### src/rtl/fifo_rd_pkg.sv
// rtl/fifo_rd_pkg.sv - shared FSM encoding and port-width helper for the FIFO read controller
package fifo_rd_pkg;

  typedef enum logic [1:0] {
    S_IDLE  = 2'd0,
    S_WAIT  = 2'd1,
    S_BURST = 2'd2
  } rd_state_e;

  // Width of the FIFO rdusedw port for a given depth code.
  function automatic int usedw_w(input int depth);
    return (depth >> 1) + 1;
  endfunction

endpackage

### src/rtl/fifo_rd_if.sv
// rtl/fifo_rd_if.sv - valid/ready output stream of the FIFO read controller
interface fifo_rd_if #(
  parameter int WIDTH = 8
);
  logic [WIDTH-1:0] m_data;
  logic             m_valid;
  logic             m_ready;

  modport master (output m_data, output m_valid, input m_ready);
  modport slave  (input m_data, input m_valid, output m_ready);
endinterface

### src/rtl/fifo_rd_skid.sv
// rtl/fifo_rd_skid.sv - 2-entry skid buffer, strict FIFO order, flush has priority
module fifo_rd_skid #(
  parameter int WIDTH = 8
) (
  input  logic             clk,
  input  logic             rst,
  input  logic             flush,
  input  logic             push,
  input  logic [WIDTH-1:0] din,
  input  logic             pop,
  output logic [WIDTH-1:0] dout,
  output logic             valid,
  output logic [1:0]       occ
);

  logic [WIDTH-1:0] mem [2];
  logic             wr_ptr;
  logic             rd_ptr;

  always_ff @(posedge clk or posedge rst) begin
    if (rst) begin
      mem[0] <= '0;
      mem[1] <= '0;
      wr_ptr <= 1'b0;
      rd_ptr <= 1'b0;
      occ    <= 2'd0;
    end else if (flush) begin
      wr_ptr <= 1'b0;
      rd_ptr <= 1'b0;
      occ    <= 2'd0;
    end else begin
      if (push) begin
        mem[wr_ptr] <= din;
        wr_ptr      <= ~wr_ptr;
      end
      if (pop) begin
        rd_ptr <= ~rd_ptr;
      end
      occ <= occ + {1'b0, push} - {1'b0, pop};
    end
  end

  assign dout  = mem[rd_ptr];
  assign valid = (occ != 2'd0);

endmodule

### src/rtl/fifo_rd_ctrl.sv
// rtl/fifo_rd_ctrl.sv - burst read controller draining an async FIFO into a skid-buffered stream
// Optional word counter enabled by FIFO_RD_CNT_EN.
module fifo_rd_ctrl
  import fifo_rd_pkg::*;
#(
  parameter int WIDTH   = 8,
  parameter int DEPTH   = 4,
  parameter int BURST   = 2,
  parameter int TIMEOUT = 15
) (
  input  logic                      rdclk,
  input  logic                      rst,
  input  logic [WIDTH-1:0]          fifo_q,
  input  logic                      fifo_empty,
  input  logic [usedw_w(DEPTH)-1:0] fifo_rdusedw,
  output logic                      fifo_rd,
  input  logic                      flush,
  fifo_rd_if.master                 strm,
  output logic                      busy
`ifdef FIFO_RD_CNT_EN
  ,
  output logic [15:0]               word_cnt
`endif
);

  localparam int TW = $clog2(TIMEOUT + 1);
  localparam int BW = $clog2(BURST + 1);

  rd_state_e       state, state_n;
  logic [TW-1:0]   timer;
  logic [BW-1:0]   rd_cnt;
  logic            inflight;
  logic [1:0]      occ;
  logic            pop;
  logic            room;

  assign pop = strm.m_valid & strm.m_ready;
  // A new read is allowed only if its word is guaranteed a free skid slot on arrival.
  assign room = ({1'b0, occ} + {2'b0, inflight} - {2'b0, pop}) <= 3'd1;

  fifo_rd_skid #(.WIDTH(WIDTH)) u_skid (
    .clk   (rdclk),
    .rst   (rst),
    .flush (flush),
    .push  (inflight),
    .din   (fifo_q),
    .pop   (pop),
    .dout  (strm.m_data),
    .valid (strm.m_valid),
    .occ   (occ)
  );

  always_ff @(posedge rdclk or posedge rst) begin
    if (rst) begin
      state <= S_IDLE;
    end else begin
      state <= state_n;
    end
  end

  always_comb begin
    state_n = state;
    fifo_rd = 1'b0;
    case (state)
      S_IDLE: begin
        if (!fifo_empty) state_n = S_WAIT;
      end
      S_WAIT: begin
        if (fifo_empty) begin
          state_n = S_IDLE;
        end else if (32'(fifo_rdusedw) >= BURST || 32'(timer) == TIMEOUT) begin
          state_n = S_BURST;
        end
      end
      S_BURST: begin
        fifo_rd = !fifo_empty && (32'(rd_cnt) < BURST) && room;
        if (fifo_empty || (fifo_rd && 32'(rd_cnt) == BURST - 1)) state_n = S_IDLE;
      end
      default: state_n = S_IDLE;
    endcase
    if (flush) begin
      state_n = S_IDLE;
      fifo_rd = 1'b0;
    end
  end

  always_ff @(posedge rdclk or posedge rst) begin
    if (rst) begin
      inflight <= 1'b0;
      timer    <= '0;
      rd_cnt   <= '0;
    end else begin
      inflight <= fifo_rd;
      if (state == S_WAIT) begin
        if (32'(timer) != TIMEOUT) timer <= timer + 1'b1;
      end else begin
        timer <= '0;
      end
      if (state == S_BURST) begin
        if (fifo_rd && 32'(rd_cnt) != BURST) rd_cnt <= rd_cnt + 1'b1;
      end else begin
        rd_cnt <= '0;
      end
    end
  end

  assign busy = (state != S_IDLE) || (occ != 2'd0) || inflight;

`ifdef FIFO_RD_CNT_EN
  always_ff @(posedge rdclk or posedge rst) begin
    if (rst) begin
      word_cnt <= '0;
    end else if (pop && !flush) begin
      word_cnt <= word_cnt + 16'd1;
    end
  end
`endif

endmodule

### src/flat_wrapper.sv
// flat-port wrapper written by rule: the top's interface ports become plain ports
module fifo_rd_ctrl_flat import fifo_rd_pkg::*;
#(
  parameter int WIDTH   = 8,
  parameter int DEPTH   = 4,
  parameter int BURST   = 2,
  parameter int TIMEOUT = 15
)
  (rdclk, rst, fifo_q, fifo_empty, fifo_rdusedw, fifo_rd, flush, busy, strm_m_data, strm_m_valid, strm_m_ready);
  fifo_rd_if #(.WIDTH(WIDTH)) strm_i ();
  input  logic rdclk;
  input  logic rst;
  input  logic [WIDTH-1:0] fifo_q;
  input  logic fifo_empty;
  input  logic [usedw_w(DEPTH)-1:0] fifo_rdusedw;
  output logic fifo_rd;
  input  logic flush;
  output logic busy;
  output wire logic [$bits(strm_i.m_data)-1:0] strm_m_data;
  output wire logic [$bits(strm_i.m_valid)-1:0] strm_m_valid;
  input wire logic [$bits(strm_i.m_ready)-1:0] strm_m_ready;
  assign strm_m_data = strm_i.m_data;
  assign strm_m_valid = strm_i.m_valid;
  assign strm_i.m_ready = strm_m_ready;
  fifo_rd_ctrl #(.WIDTH(WIDTH), .DEPTH(DEPTH), .BURST(BURST), .TIMEOUT(TIMEOUT)) u_core (.rdclk(rdclk), .rst(rst), .fifo_q(fifo_q), .fifo_empty(fifo_empty), .fifo_rdusedw(fifo_rdusedw), .fifo_rd(fifo_rd), .flush(flush), .strm(strm_i), .busy(busy));
endmodule
### config.mk
export PLATFORM = sky130hd
export DESIGN_NAME = fifo_rd_ctrl_flat
export DESIGN_NICKNAME = d
export VERILOG_FILES = /design/src/rtl/fifo_rd_pkg.sv /design/src/rtl/fifo_rd_if.sv /design/src/rtl/fifo_rd_skid.sv /design/src/rtl/fifo_rd_ctrl.sv /design/src/flat_wrapper.sv
export SDC_FILE = /design/constraint.sdc
export NUM_CORES = 1
export LEC_CHECK = 0
export ABC_AREA = 1
export BUFFER_PORTS_ARGS = -buffer_cell sky130_fd_sc_hd__buf_2
export CELL_PAD_IN_SITES_DETAIL_PLACEMENT = 0
export CELL_PAD_IN_SITES_GLOBAL_PLACEMENT = 1
export CORE_ASPECT_RATIO = 0.7
export CORE_MARGIN = 2
export CORE_UTILIZATION = 35
export DETAILED_ROUTE_END_ITERATION = 6
export GPL_TIMING_DRIVEN = 0
export PLACE_DENSITY = 0.72
export SYNTH_ARGS = -nofsm -noshare
export SYNTH_HDL_FRONTEND = slang
export SYNTH_SLANG_ARGS = --single-unit
### constraint.sdc
create_clock -name rdclk -period 2.5 [get_ports rdclk]
set_input_delay 0 -clock rdclk [delete_from_list [all_inputs] [get_ports rdclk]]
set_output_delay 0 -clock rdclk [all_outputs]
set_load 0.02 [all_outputs]
### After elaboration in Yosys (flattened, before gate mapping)

Index checks and enable logic that the tools add are counted.

| storage, ports and cells | value |
|---|---|
| register bits | 29 |
| bits of input ports | 16 |
| output and inout port bits | 11 |
| logic and storage cells | 78 |

| cells by class | value |
|---|---|
| add/subtract/negate cells | 6 |
| order comparisons | 6 |
| eq/ne operators | 11 |
| muxes and demuxes | 23 |
| bitwise gates (word level) | 6 |
| reduce and logical (&&, ||, !) cells | 17 |

Operator list:

| kind | number |
|---|---|
| 2-to-1 mux 8 bit | 4 |
| bitwise mux 16 bit | 1 |
| 2-to-1 mux 2 bit | 8 |
| demux 8 bit (select 1 bit) | 1 |
| 2-to-1 mux 4 bit | 2 |
| nonzero test 2 bit | 4 |
| 2-to-1 mux 1 bit | 6 |
| != test 2 bit, second input constant | 3 |
| one-hot mux 2 bit (3 select lines) | 1 |
| logical AND 1 bit | 5 |
| adder 4 x 1 -> 4 bit, second input constant | 1 |
| equality test 2 x 1 -> 1 bit, second input constant | 2 |
| equality test 4 bit, second input constant | 1 |
| greater-or-equal comparator 2 bit, second input constant | 2 |
| logical OR 1 bit | 4 |
| != test 4 x 3 -> 1 bit, second input constant | 1 |
| != test 4 bit, second input constant | 1 |
| NOT 1 -> 2 bit | 2 |
| adder 2 x 1 -> 3 bit | 1 |
| greater-or-equal comparator 3 x 2 -> 1 bit, second input constant | 1 |
| less-or-equal comparator 3 x 1 -> 1 bit, second input constant | 1 |
| != test 3 x 2 -> 1 bit, second input constant | 1 |
| != test 3 bit, second input constant | 1 |
| NOT 1 bit | 3 |
| 12 further kinds | 12 |

### Depth between registers and ports, before layout

| depth | value |
|---|---|
| depth after elaboration | 10 |
| gate-level depth with buffers | 14 |
| gate-level depth less buffers | 14 |

### Modules after synthesis

Synthesis repeated with hierarchy kept, for this count alone.

| second synthesis, totals | value |
|---|---|
| cells, all modules | 182 |
| area, all modules | 1,597.8 um^2 |

Modules (own cells, without submodules):

| module | times used | cells each | area each (um^2) |
|---|---|---|---|
| fifo_rd_skid | 1 | 95 | 945.9 |
| fifo_rd_ctrl | 1 | 87 | 651.9 |

### Least setup slack after synthesis

Ideal clock, no wire load.

| timing path | value |
|---|---|
| path type | register to register |
| start | register u_core.u_skid.occ[1] |
| end | register u_core.rd_cnt[0] |
| library setup time | 65 ps |
| arrival time | 2,178 ps |
| slack | 257 ps |
| stages on the path, launching flop included | 14 |
| buffers on the path | 0 |
| path through | dfrtp_1 nor2_1 nor2_1 ha_1 inv_1 ha_1 inv_1 fa_1 nand2_1 nor2_2 nand2_1 nor2_4 nand4_1 nand2_1 |

| between the ends | value |
|---|---|
| longest elaborated chain between the ends | 9 |
| elaborated cells on any way between the ends | 10 |

RTL lines:

| element | line | source |
|---|---|---|
| start, declared | fifo_rd_skid.sv:13 | `output logic [1:0] occ` |
| start signal, assigned | fifo_rd_skid.sv:39 | `occ <= occ + {1'b0, push} - {1'b0, pop};` |
| parallel branches: the longest is 2 deep, another holds adder 2 x 1 -> 3 bit | -- |  |
| subtractor 3 x 1 -> 3 bit * | fifo_rd_ctrl.sv:39 | `assign room = ({1'b0, occ} + {2'b0, inflight} - {2'b0, pop}) <= 3'd1;` |
| less-or-equal comparator 3 x 1 -> 1 bit * | fifo_rd_ctrl.sv:39 |  |
| logical AND 1 bit * | fifo_rd_ctrl.sv:76 | `fifo_rd = !fifo_empty && (32'(rd_cnt) < BURST) && room;` |
| 2-to-1 mux 1 bit * | fifo_rd_ctrl.sv:64 | `case (state)` |
| 2-to-1 mux 1 bit * | fifo_rd_ctrl.sv:81 | `if (flush) begin` |
| via fifo_rd | flat_wrapper.sv:16 | `output logic fifo_rd;` |
| logical AND 1 bit * | fifo_rd_ctrl.sv:100 | `if (fifo_rd && 32'(rd_cnt) != BURST) rd_cnt <= rd_cnt + 1'b1;` |
| != test 2 bit (no line) * | -- |  |
| end signal, assigned | fifo_rd_ctrl.sv:100 |  |
| end, declared | fifo_rd_ctrl.sv:31 | `logic [BW-1:0] rd_cnt;` |

Mark *: on every way through the listed nets, which the timed path passes.
A chain may end at the register's enable or synchronous reset.

### Worst setup path in the final report

| timing path | value |
|---|---|
| start | register u_core.u_skid.occ[1] |
| end | output port fifo_rd |

| between the ends | value |
|---|---|
| longest elaborated chain between the ends | 7 |
| elaborated cells on any way between the ends | 8 |

RTL lines:

| element | line |
|---|---|
| parallel branches: the longest is 2 deep, another holds adder 2 x 1 -> 3 bit | -- |
| subtractor 3 x 1 -> 3 bit * | fifo_rd_ctrl.sv:39 |
| less-or-equal comparator 3 x 1 -> 1 bit * | fifo_rd_ctrl.sv:39 |
| logical AND 1 bit * | fifo_rd_ctrl.sv:76 |
| 2-to-1 mux 1 bit * | fifo_rd_ctrl.sv:64 |
| 2-to-1 mux 1 bit * | fifo_rd_ctrl.sv:81 |
| end, declared | flat_wrapper.sv:16 |

Every way passes the cells marked *.

==> results.yml <==
clock_tree:
  cts_root_buffer: "clkbuf_8"
  numCtsBuffers: 5
  cts_max_level: 2
  clock_latency_ps: 270
  cts_tree: "done"
  clockBufferDepth: 2
  cts_sinks: 29
  clkTransAtPathRegs_ps: 60
floorplanning:
  die_w_um: 83.71
  rows: 20
  initial_core_util: 0.3616
  core-area_um2: 4304
  pin_count: 27
  chipHeight_um: 59.80
  die_area_um2: 5005
hold_path:
  holdCritPathClass: "primary input to async pin"
run_status:
  violations: "negative hold slack"
  status: "finished with violations"
critical_path:
  r2r-start: "u_core.u_skid.occ[1]"
  cp.arrival_ps: 2410
  cp_cell_sequence: "nor2_2, nor2_2, ha_1, inv_1, ha_1, inv_1, fa_1, nand2_1, nor2_2, nand2_2, nor2_4, buf_4"
  path_class: "flip-flop to primary output"
  end_kind: "primary output"
  r2r_cells: 14
  r2r_slack_ps: 170
  cp-start-kind: "flip-flop"
  cp_top_family: "adder cells"
  cp_slowest_stage_delay_ps: 510
  r2r_end: "u_core.rd_cnt[1]"
  required_ps: 2500
  crit_path_max_fanout: 4
  path_common_cell: "nor2_2"
  crit_buf_inv: 3
  slowest_stage: "fa_1"
sta:
  fin_setup_tns_ps: 0
  fin_crit_ps: 2415
  worst_slew_pin_slew_ps: 1080
  setup_viol: 0
  finalHoldViolCount: 15
  fin_hold_ws_ps: -8.462
  fmaxAchievable_ghz: 0.4141
  slew_headroom: 0.2794
  maxSlewViolCount: 0
  fin_crit_sh: 0.9660
  finalClockSkew_ps: 5.597
  rsz0062_at_grt: "yes"
route:
  postRouteAntennaNets: 0
  dr.pass1.iters: 5
  wirelength_mm: 2.884
  routed_via_density: 4.451
  vias: 1215
  avgRoutedWirePerCell_um: 10.56
  drtIter0Drc: 69
  drc: 0
logic_synthesis:
  synth_top_area_share: 0.4662
  yosys.area.top_type: "dfrtp_1"
  synth_seq_cells: 29
  synth_area_per_cell_um2: 8.505
  yosys.cell_types.count: 26
  synth_nets: 205
  ys_seq_area_frac: 0.4662
  synth_area_leaders: "dfrtp_1 (47%), nand2_1 (13%), o21ai_2 (9.0%)"
  yosysWarnings: 0
  synth_area_um2: 1556
  synth_cells: 183
flow_run:
  maxCapViolCount: 0
global_route:
  grt_max_degree: 30
  grt_pass1_wl_mm: 5.181
  grtUsageTotal: 0.1341
  top_usage_layer: "met2"
  use_met3: 0.04006
  antenna_found_initial: 0
  use_met1: 0.1834
  use_met2: 0.2011
  grt.overflow.total: 0
  grt_pass1_vias: 1151
power:
  power.internal_uw: 918.4
  ir_worst_vdd_mv: 0.3772
  share_comb_of_total_power: 0.329
  swShare: 0.3483
  netSwitchingPower_uw: 490.7
  p_per_area_nw_per_um2: 752.8
  seq_power_share: 0.406
  power_mw: 1.409
  p_leak_nw: 1.022
  clkPwrFrac: 0.265
final_layout:
  regArea_um2: 725.7
  final_cells: 273
  synthToLayoutAreaGrowth_pct: 20.26
  design_area_um2: 1872
  multiInputGateArea_um2: 686.9
  diodes: 0
  fin_nets: 240
  fill_cells: 439
  finish.utilization: 0.4349
  drive_gt1_frac: 0.2982
placed_design:
  place_congestion: 0.7171
  place_area_um2: 1750
  hpwl_mm: 2.153
  numPortBuffers: 25
  dp_cells: 263
-- stage by stage --
stage,hold slack [ps],setup WS [ps]
CTS,4.854,7.831
finish,-8.462,85.09
global placement,271.7,151.2
floorplan,65.21,256.9
global route,11.52,-89.14
detailed placement,273.2,149.9
-- worst register-to-register path: cells and delay by family (launching register included) --
kind                       cells  cell delay (ps)
buffers and inverters          3              210
and+or+nand+nor                8              720
adders and majority gates      3              900
DFF                            1              430
-- synthesized netlist by cell type (all sizes together) --
| library cell | number |
|---|---|
| ha | 5 |
| a21oi | 3 |
| buf | 2 |
| dfrtp | 29 |
| nand4 | 2 |
| nor3 | 1 |
| o21ai | 19 |
| clkbuf | 1 |
| fa | 1 |
| o31ai | 1 |
| nor2 | 16 |
| xor2 | 1 |
| inv | 31 |
| nand3b | 1 |
| nand2 | 58 |
| o21a | 1 |
| nand3 | 11 |
-- how the worst max path moves through the flow --
stage                          from          endpoint  slack [ps]  cells after the start
4_1_cts        u_core.u_skid.occ[1]           fifo_rd           8                     12
3_3_place_gp   u_core.u_skid.occ[1]  u_core.rd_cnt[1]         150                     13
2_1_floorplan  u_core.u_skid.occ[1]  u_core.rd_cnt[0]         260                     13
5_1_grt        u_core.u_skid.occ[1]           fifo_rd         -90                     12
3_5_place_dp   u_core.u_skid.occ[1]  u_core.rd_cnt[1]         150                     13
6_report       u_core.u_skid.occ[1]           fifo_rd          90                     12
-- logic make-up after synthesis --
family | synth area share
compound gates | 0.1190
xor+xnor | 0.005628
fa+ha+maj | 0.05306
buf+inv | 0.09726
flops | 0.4662
simple gates | 0.2588
-- power by group through the flow --
stage          Sequential (mW)  Combinational [mW]  Clock, mW
4_1_cts                  0.572               0.468      0.387
2_1_floorplan            0.570               0.325          0
5_1_grt                  0.581               0.533      0.408
3_3_place_gp             0.576               0.443          0
6_report                 0.572               0.464      0.373
3_5_place_dp             0.577               0.447          0
-- cell usage in the layout, fill, tap and decap left out --
cell type,n
ha_1,5
nand2_4,1
o21ai_1,1
o31ai_1,1
o21ai_0,2
buf_12,1
nor3_1,1
buf_6,1
nand2_1,52
nor2_2,5
buf_4,3
inv_1,30
nand3b_1,1
xor2_1,1
dlygate4sd3_1,1
clkbuf_1,2
o21a_1,1
fa_1,1
buf_2,24
dfrtp_1,29
clkbuf_8,6
inv_2,1
nor2_1,10
a21oi_1,3
nand3_1,10
o21ai_2,16
nand3_4,1
nand4_1,2
nor2_4,1
nand2_2,5
-- registers in the layout (all words and copies together), names as in the netlist --
register	flops
u_core.state	2
u_core.u_skid.mem	16
u_core.timer	4
u_core.u_skid.rd_ptr	1
u_core.rd_cnt	2
u_core.inflight	1
u_core.u_skid.occ	2
u_core.u_skid.wr_ptr	1
-- metal layers --
metal  vias to the layer above  share of wire
li1                        639              -
met1                       548           0.54
met2                        24           0.41
met3                         4          0.038
met4                         0          0.012
met5                         -              0
-- cell type report --
class	count	share of cell area
sequential	29	0.3877
inverter	31	0.06217
timing repair buffer	28	0.08155
multi-input combinational	120	0.3670
buffer	3	0.01872
clock buffer	7	0.04612
tap	55	0.03676
-- what timing repair did --
item                                    4_1_cts  5_1_grt
hold buffers                                  1        0
endpoints found under the hold margin         2        0
setup buffers                                 2        0
endpoints found under the setup margin        1        3
gates resized for setup                       2        2
cloned                                        0        0
pin swaps                                     2        1
Power figures use the tool's default switching activity.
